===== config.mk =====
export PLATFORM = sky130hd
export DESIGN_NAME = decimator_flat
export DESIGN_NICKNAME = d
export VERILOG_FILES = /design/src/rtl/decimator_pkg.sv /design/src/rtl/decimator_if.sv /design/src/rtl/dec_scaler.sv /design/src/rtl/decimator.sv /design/src/flat_wrapper.sv
export SDC_FILE = /design/constraint.sdc
export NUM_CORES = 2
export LEC_CHECK = 0
export CORE_MARGIN = 10
export CORE_UTILIZATION = 66
export CTS_BUF_LIST = sky130_fd_sc_hd__clkbuf_16
export DETAILED_ROUTE_END_ITERATION = 10
export GPL_ROUTABILITY_DRIVEN = 0
export PLACE_DENSITY = 0.83
export SLEW_MARGIN = 20
export SYNTH_ARGS = -nofsm -noshare
export SYNTH_HDL_FRONTEND = slang
export SYNTH_SLANG_ARGS = --single-unit

===== constraint.sdc =====
create_clock -name Fg_CLK -period 10.7 [get_ports Fg_CLK]
set_input_delay 1.605 -clock Fg_CLK [delete_from_list [all_inputs] [get_ports Fg_CLK]]
set_output_delay 1.605 -clock Fg_CLK [all_outputs]
set_load 0.05 [all_outputs]

===== src/rtl/decimator_pkg.sv =====
// Shared constants and helpers for the boxcar decimator: Q format, reciprocal table, window lengths.
package decimator_pkg;

    localparam int unsigned ADC_W    = 12;
    localparam int unsigned ACC_W    = 30;
    localparam int unsigned OUT_W    = 32;
    localparam int unsigned MODE_W   = 4;
    localparam int unsigned ML_W     = 3;
    localparam int unsigned CNT_W    = 17;
    localparam int unsigned RECIP_W  = 33;
    localparam int unsigned PROD_W   = 64;
    localparam int unsigned MODE_MAX = 5;
    localparam int unsigned FRAC     = 18;
    localparam int unsigned SHIFT    = OUT_W - FRAC;

    localparam logic [RECIP_W-1:0] RECIP0 = 33'd4294967296;
    localparam logic [RECIP_W-1:0] RECIP1 = 33'd429496730;
    localparam logic [RECIP_W-1:0] RECIP2 = 33'd42949673;
    localparam logic [RECIP_W-1:0] RECIP3 = 33'd4294967;
    localparam logic [RECIP_W-1:0] RECIP4 = 33'd429497;
    localparam logic [RECIP_W-1:0] RECIP5 = 33'd42950;

    // Offset binary to two's complement: flip the MSB.
    function automatic logic signed [ADC_W-1:0] ob_to_s(input logic [ADC_W-1:0] a);
        return $signed({~a[ADC_W-1], a[ADC_W-2:0]});
    endfunction

    function automatic logic [ML_W-1:0] clamp_mode(input logic [MODE_W-1:0] m);
        return (m > MODE_W'(MODE_MAX)) ? ML_W'(MODE_MAX) : m[ML_W-1:0];
    endfunction

    function automatic logic [RECIP_W-1:0] recip(input logic [ML_W-1:0] m);
        case (m)
            3'd0:    return RECIP0;
            3'd1:    return RECIP1;
            3'd2:    return RECIP2;
            3'd3:    return RECIP3;
            3'd4:    return RECIP4;
            default: return RECIP5;
        endcase
    endfunction

    // Count value of the last sample in a window (N - 1).
    function automatic logic [CNT_W-1:0] win_last(input logic [ML_W-1:0] m);
        case (m)
            3'd0:    return CNT_W'(0);
            3'd1:    return CNT_W'(9);
            3'd2:    return CNT_W'(99);
            3'd3:    return CNT_W'(999);
            3'd4:    return CNT_W'(9999);
            default: return CNT_W'(99999);
        endcase
    endfunction

endpackage


===== src/rtl/decimator_if.sv =====
// Sample-in / decimated-out bundle between ADC capture and the DDS processing path.
interface decimator_if;
    import decimator_pkg::*;

    logic [ADC_W-1:0]  adc_in;
    logic              adc_valid;
    logic              sync;
    logic [MODE_W-1:0] Mode;
    logic [OUT_W-1:0]  dec_out;
    logic              dec_valid;

    modport master (output adc_in, adc_valid, sync, Mode, input dec_out, dec_valid);
    modport slave  (input adc_in, adc_valid, sync, Mode, output dec_out, dec_valid);

endinterface


===== src/rtl/dec_scaler.sv =====
// Multiplies a window sum by round(2^32/N) and rounds into the 32-bit output Q format.
module dec_scaler
    import decimator_pkg::*;
(
    input  logic                    Fg_CLK,
    input  logic                    RESETn,
    input  logic                    s1_valid,
    input  logic signed [ACC_W-1:0] s1_sum,
    input  logic [ML_W-1:0]         s1_mode,
    output logic [OUT_W-1:0]        dec_out,
    output logic                    dec_valid
);

    localparam logic signed [PROD_W-1:0] RND = PROD_W'(64'sd1 <<< (SHIFT - 1));

    logic signed [PROD_W-1:0] prod_c;
    logic signed [PROD_W-1:0] prod;
    logic                     s2_valid;

    always_comb begin
        prod_c = PROD_W'(s1_sum) * PROD_W'($signed({1'b0, recip(s1_mode)}));
    end

    // Stage 2 holds the product, stage 3 the rounded result; both hold between windows.
    always_ff @(posedge Fg_CLK or negedge RESETn) begin
        if (!RESETn) begin
            prod      <= '0;
            s2_valid  <= 1'b0;
            dec_out   <= '0;
            dec_valid <= 1'b0;
        end else begin
            s2_valid  <= s1_valid;
            dec_valid <= s2_valid;
            if (s1_valid) prod <= prod_c;
            if (s2_valid) dec_out <= OUT_W'((prod + RND) >>> SHIFT);
        end
    end

endmodule


===== src/rtl/decimator.sv =====
// Boxcar decimator: averages 10**Mode offset-binary ADC samples into one signed Q-format word.
module decimator
    import decimator_pkg::*;
(
    input  logic  Fg_CLK,
    input  logic  RESETn,
    decimator_if.slave bus
);

    logic signed [ACC_W-1:0] acc;
    logic signed [ACC_W-1:0] acc_base;
    logic signed [ACC_W-1:0] samp_x;
    logic signed [ACC_W-1:0] sum_c;
    logic [CNT_W-1:0]        cnt;
    logic [CNT_W-1:0]        cnt_base;
    logic [ML_W-1:0]         m_l;
    logic [ML_W-1:0]         m_eff;
    logic                    win_end_c;
    logic                    first_c;

    logic                    s1_valid;
    logic signed [ACC_W-1:0] s1_sum;
    logic [ML_W-1:0]         s1_mode;
    logic [OUT_W-1:0]        dec_out_w;
    logic                    dec_valid_w;

    // A sync in the same cycle as a sample makes that sample the first of a fresh window.
    always_comb begin
        samp_x    = ACC_W'(ob_to_s(bus.adc_in));
        acc_base  = bus.sync ? '0 : acc;
        cnt_base  = bus.sync ? '0 : cnt;
        first_c   = (cnt_base == '0);
        m_eff     = first_c ? clamp_mode(bus.Mode) : m_l;
        sum_c     = acc_base + samp_x;
        win_end_c = bus.adc_valid && (cnt_base == win_last(m_eff));
    end

    always_ff @(posedge Fg_CLK or negedge RESETn) begin
        if (!RESETn) begin
            acc      <= '0;
            cnt      <= '0;
            m_l      <= '0;
            s1_valid <= 1'b0;
            s1_sum   <= '0;
            s1_mode  <= '0;
        end else begin
            s1_valid <= win_end_c;
            if (bus.adc_valid) begin
                if (first_c) m_l <= m_eff;
                if (win_end_c) begin
                    s1_sum  <= sum_c;
                    s1_mode <= m_eff;
                    acc     <= '0;
                    cnt     <= '0;
                end else begin
                    acc     <= sum_c;
                    cnt     <= cnt_base + CNT_W'(1);
                end
            end else if (bus.sync) begin
                acc <= '0;
                cnt <= '0;
            end
        end
    end

    dec_scaler u_scaler (
        .Fg_CLK    (Fg_CLK),
        .RESETn    (RESETn),
        .s1_valid  (s1_valid),
        .s1_sum    (s1_sum),
        .s1_mode   (s1_mode),
        .dec_out   (dec_out_w),
        .dec_valid (dec_valid_w)
    );

    assign bus.dec_out   = dec_out_w;
    assign bus.dec_valid = dec_valid_w;

endmodule


===== src/flat_wrapper.sv =====
// flat-port wrapper written by rule: the top's interface ports become plain ports
module decimator_flat import decimator_pkg::*;
  (Fg_CLK, RESETn, bus_adc_in, bus_adc_valid, bus_sync, bus_Mode, bus_dec_out, bus_dec_valid);
  decimator_if bus_i ();
  input  logic Fg_CLK;
  input  logic RESETn;
  input wire logic [$bits(bus_i.adc_in)-1:0] bus_adc_in;
  input wire logic [$bits(bus_i.adc_valid)-1:0] bus_adc_valid;
  input wire logic [$bits(bus_i.sync)-1:0] bus_sync;
  input wire logic [$bits(bus_i.Mode)-1:0] bus_Mode;
  output wire logic [$bits(bus_i.dec_out)-1:0] bus_dec_out;
  output wire logic [$bits(bus_i.dec_valid)-1:0] bus_dec_valid;
  assign bus_i.adc_in = bus_adc_in;
  assign bus_i.adc_valid = bus_adc_valid;
  assign bus_i.sync = bus_sync;
  assign bus_i.Mode = bus_Mode;
  assign bus_dec_out = bus_i.dec_out;
  assign bus_dec_valid = bus_i.dec_valid;
  decimator u_core (.Fg_CLK(Fg_CLK), .RESETn(RESETn), .bus(bus_i));
endmodule

==> results.toml <==
[layout]
fill_cells = 3368
postLayoutCoreUtil = 0.7012
fin_nets = 4324
multiInputGateArea_mm2 = 0.02450
n_antenna_cell = 0
regArea_mm2 = 0.003780
area_growth_pct = 4.847
drive_gt1_frac = 0.04050
final_cell_mix = "833 x inv_1, 644 x fa_1, 338 x nand2_1"
final_common_cell = "inv_1"

[worst_setup_path]
end_kind = "register"
crit_top_cell = "fa_1"
ff2ff_path_depth = 27
required_ps = 11050
startpoint_type = "register"
cp_data_arrival_time_ps = 9740
critPathMaxFanout = 16
crit_slowest_cell = "and2_1"
critPathMaxStageDelay_ps = 710
worst-setup-path-type = "register to register"

[power_and_ir_drop]
combPwrFrac = 0.404
power.leakage_uw = 0.01817
power.density_mw_per_mm2 = 63.91
peakVddDrop_uv = 80.17
p_sw_uw = 909.4
seqPwrFrac = 0.329
swShare = 0.4251
clkPwrFrac = 0.267
p_int_uw = 1230

[clock_network]
cts.sinks = 151
cts_tree = "done"
ctsResizeCount = 0
h-tree-depth = 4
numCtsBuffers = 17
worstSkewPairLatency_ps = 470
clk_pin_slew_ps = 70
cts_setup_buffers = 0
clk_path_buf_depth = 2
cts_root_buf = "clkbuf_16"
cts_hold_buf = 0

[floorplan]
die_x_um = 240.0
start_util = 0.6688
dieHeight_um = 240.0
std_cell_rows = 80
io_pins = 53
die_area_mm2 = 0.05758
core_mm2 = 0.04775

[yosys]
yosysUniqueCellTypes = 76
syn-cell-area_mm2 = 0.03193
yosysSeqAreaShare = 0.1183
syn_avg_cell_area_um2 = 9.323
syn_inst = 3425
syn-num-nets = 4355
synth_edf_count = 0
ys_ff_latch = 151
async_flop_share = 1.000
synth.top_cells.by_area = "fa_1 40%, dfrtp_1 12%, ha_1 10%"
yosys_warnings = 0
post-synth-top-area-cell = "fa_1"
synth_ff_type = "dfrtp_1"
yosysTopAreaCellShare = 0.4037

[sta]
drv_slew = 0
finalHoldViolations = 0
rsz0062_at_grt = "no"
min_period_ps = 9396
tightest_slew_ps = 1228
skew_ps = 13.08
fin_tns_setup_ps = 0
min_period_over_period = 0.8781
max_slew_margin = 0.1784
fmax_mhz = 106.4
setup_viol = 0

[route]
drt_wl_total_um = 91260
drt.antenna.violating_nets = 0
vias = 24670
vias_per_cell = 6.133
drt_iter0_drc = 2691
drt_pass1_iterations = 6
drc = 0
avgRoutedWirePerCell_um = 22.69

[global_route]
grt_pass1_vias = 27050
gr-total-overflow = 0
grt_use_total = 0.3301
grt_first_pass_wirelength_um = 145500
antenna_found_initial = 2
grt_max_degree = 88

[min_path]
min_path_cells = 1
min_path_type = "register to register"

[run_status]
status = "completed"

[placement]
io_buffers = 52
post-dp-hpwl_um = 74450

[flow_run]
cap_violations = 0
## worst max-delay path: cells and delay by family, from the launching register on
family	cells	cell delay, ps
muxes	1	260
xor gates and xnor gates	1	140
adders and majority gates	9	4010
and+or+nand+nor	5	2040
buffers and inverters	5	520
AOI/OAI and AO/OA	6	1640
DFF	1	640
## kinds of logic after synthesis
kind of cell,Yosys count,synth area share
buffers and inverters,966,0.1148
XOR/XNOR,131,0.03593
multiplexers,54,0.02104
AO/OA/AOI/OAI,331,0.06744
flip-flops,151,0.1183
AND/OR/NAND/NOR,880,0.1339
adder cells (fa/ha/maj),912,0.5086
## sequential cells by signal, indices dropped and copies added (netlist names)
register / flops
u_core.u_scaler.prod: 33
u_core.u_scaler.dec_valid: 1
u_core.s1_sum: 30
u_core.m_l: 3
u_core.acc: 30
u_core.cnt: 17
u_core.u_scaler.s2_valid: 1
u_core.s1_mode: 3
u_core.u_scaler.dec_out: 32
u_core.s1_valid: 1
## final cells by class
type | count | share of cell area
Clock buffer | 17 | 0.01271
Clock inverter | 15 | 0.003550
Inverter | 833 | 0.09339
Multi-Input combinational cell | 2308 | 0.7319
Sequential cell | 151 | 0.1129
Tap cell | 615 | 0.02298
Timing Repair Buffer | 83 | 0.02254
## layer usage
| metal | track usage | part of all wire |
|---|---|---|
| met1 | 0.3780 | 0.34 |
| met2 | 0.5140 | 0.45 |
| met3 | 0.1294 | 0.14 |
| met4 | 0.2046 | 0.073 |
| met5 | 0.006228 | 0.00014 |
## power by group through the flow
stage / logic (µW) / registers [µW] / clock network, µW
final: 865 / 703 / 571
after global placement: 795 / 703 / 0
after floorplan: 537 / 713 / 0
after detailed placement: 831 / 707 / 0
after global routing: 931 / 706 / 601
after CTS: 836 / 696 / 579
## cells in the mapped netlist, types with 4 or more instances
| library cell | instances |
|---|---|
| a21o_1 | 30 |
| mux2_4 | 19 |
| and3_1 | 55 |
| mux2i_1 | 6 |
| xor2_1 | 56 |
| nand2b_1 | 17 |
| a31oi_1 | 19 |
| xnor2_1 | 75 |
| mux2_2 | 28 |
| o21bai_1 | 11 |
| and4_1 | 4 |
| nand3_1 | 46 |
| or3_1 | 4 |
| a41oi_1 | 6 |
| dfrtp_1 | 151 |
| o211ai_1 | 11 |
| fa_1 | 644 |
| buf_2 | 4 |
| o31ai_1 | 5 |
| and2_1 | 145 |
| nor2b_1 | 49 |
| o21ai_1 | 8 |
| a21oi_1 | 114 |
| clkbuf_1 | 122 |
| o2bb2ai_1 | 21 |
| a211oi_1 | 10 |
| nor4_1 | 4 |
| nor2_1 | 144 |
| or2_2 | 8 |
| a22o_1 | 4 |
| nand2_1 | 338 |
| o22ai_1 | 5 |
| nor3_1 | 32 |
| ha_1 | 266 |
| o21a_1 | 6 |
| nand4_1 | 18 |
| inv_1 | 832 |
| o21ai_0 | 43 |
## path summary, 6_finish.rpt
path                                                 start                    endpoint  slack (ps)
min in group asynchronous                           RESETn  u_core.u_scaler.dec_out[1]        1170
worst max register to register           u_core.s1_mode[0]    u_core.u_scaler.prod[43]        1300
worst min register to register  u_core.u_scaler.dec_out[8]  u_core.u_scaler.dec_out[8]         510
worst min-delay path            u_core.u_scaler.dec_out[8]  u_core.u_scaler.dec_out[8]         510
max in group asynchronous                           RESETn    u_core.u_scaler.s2_valid        8210
worst max-delay path                     u_core.s1_mode[0]    u_core.u_scaler.prod[43]        1300
## stage by stage
step	worst slack (ps)	hold slack, ps	power (µW)	cell area, µm²	std cells
2_1_floorplan	2422	351.9	1249	31930	3425
3_3_place_gp	1837	490.4	1498	32930	3990
3_5_place_dp	1620	498.5	1538	32930	3990
4_1_cts	1608	512.1	2111	33480	4022
5_1_grt	1129	532.1	2238	33480	4022
6_report	1304	508.3	2140	33480	4022
Note: power is estimated with default switching activity, not from simulation.
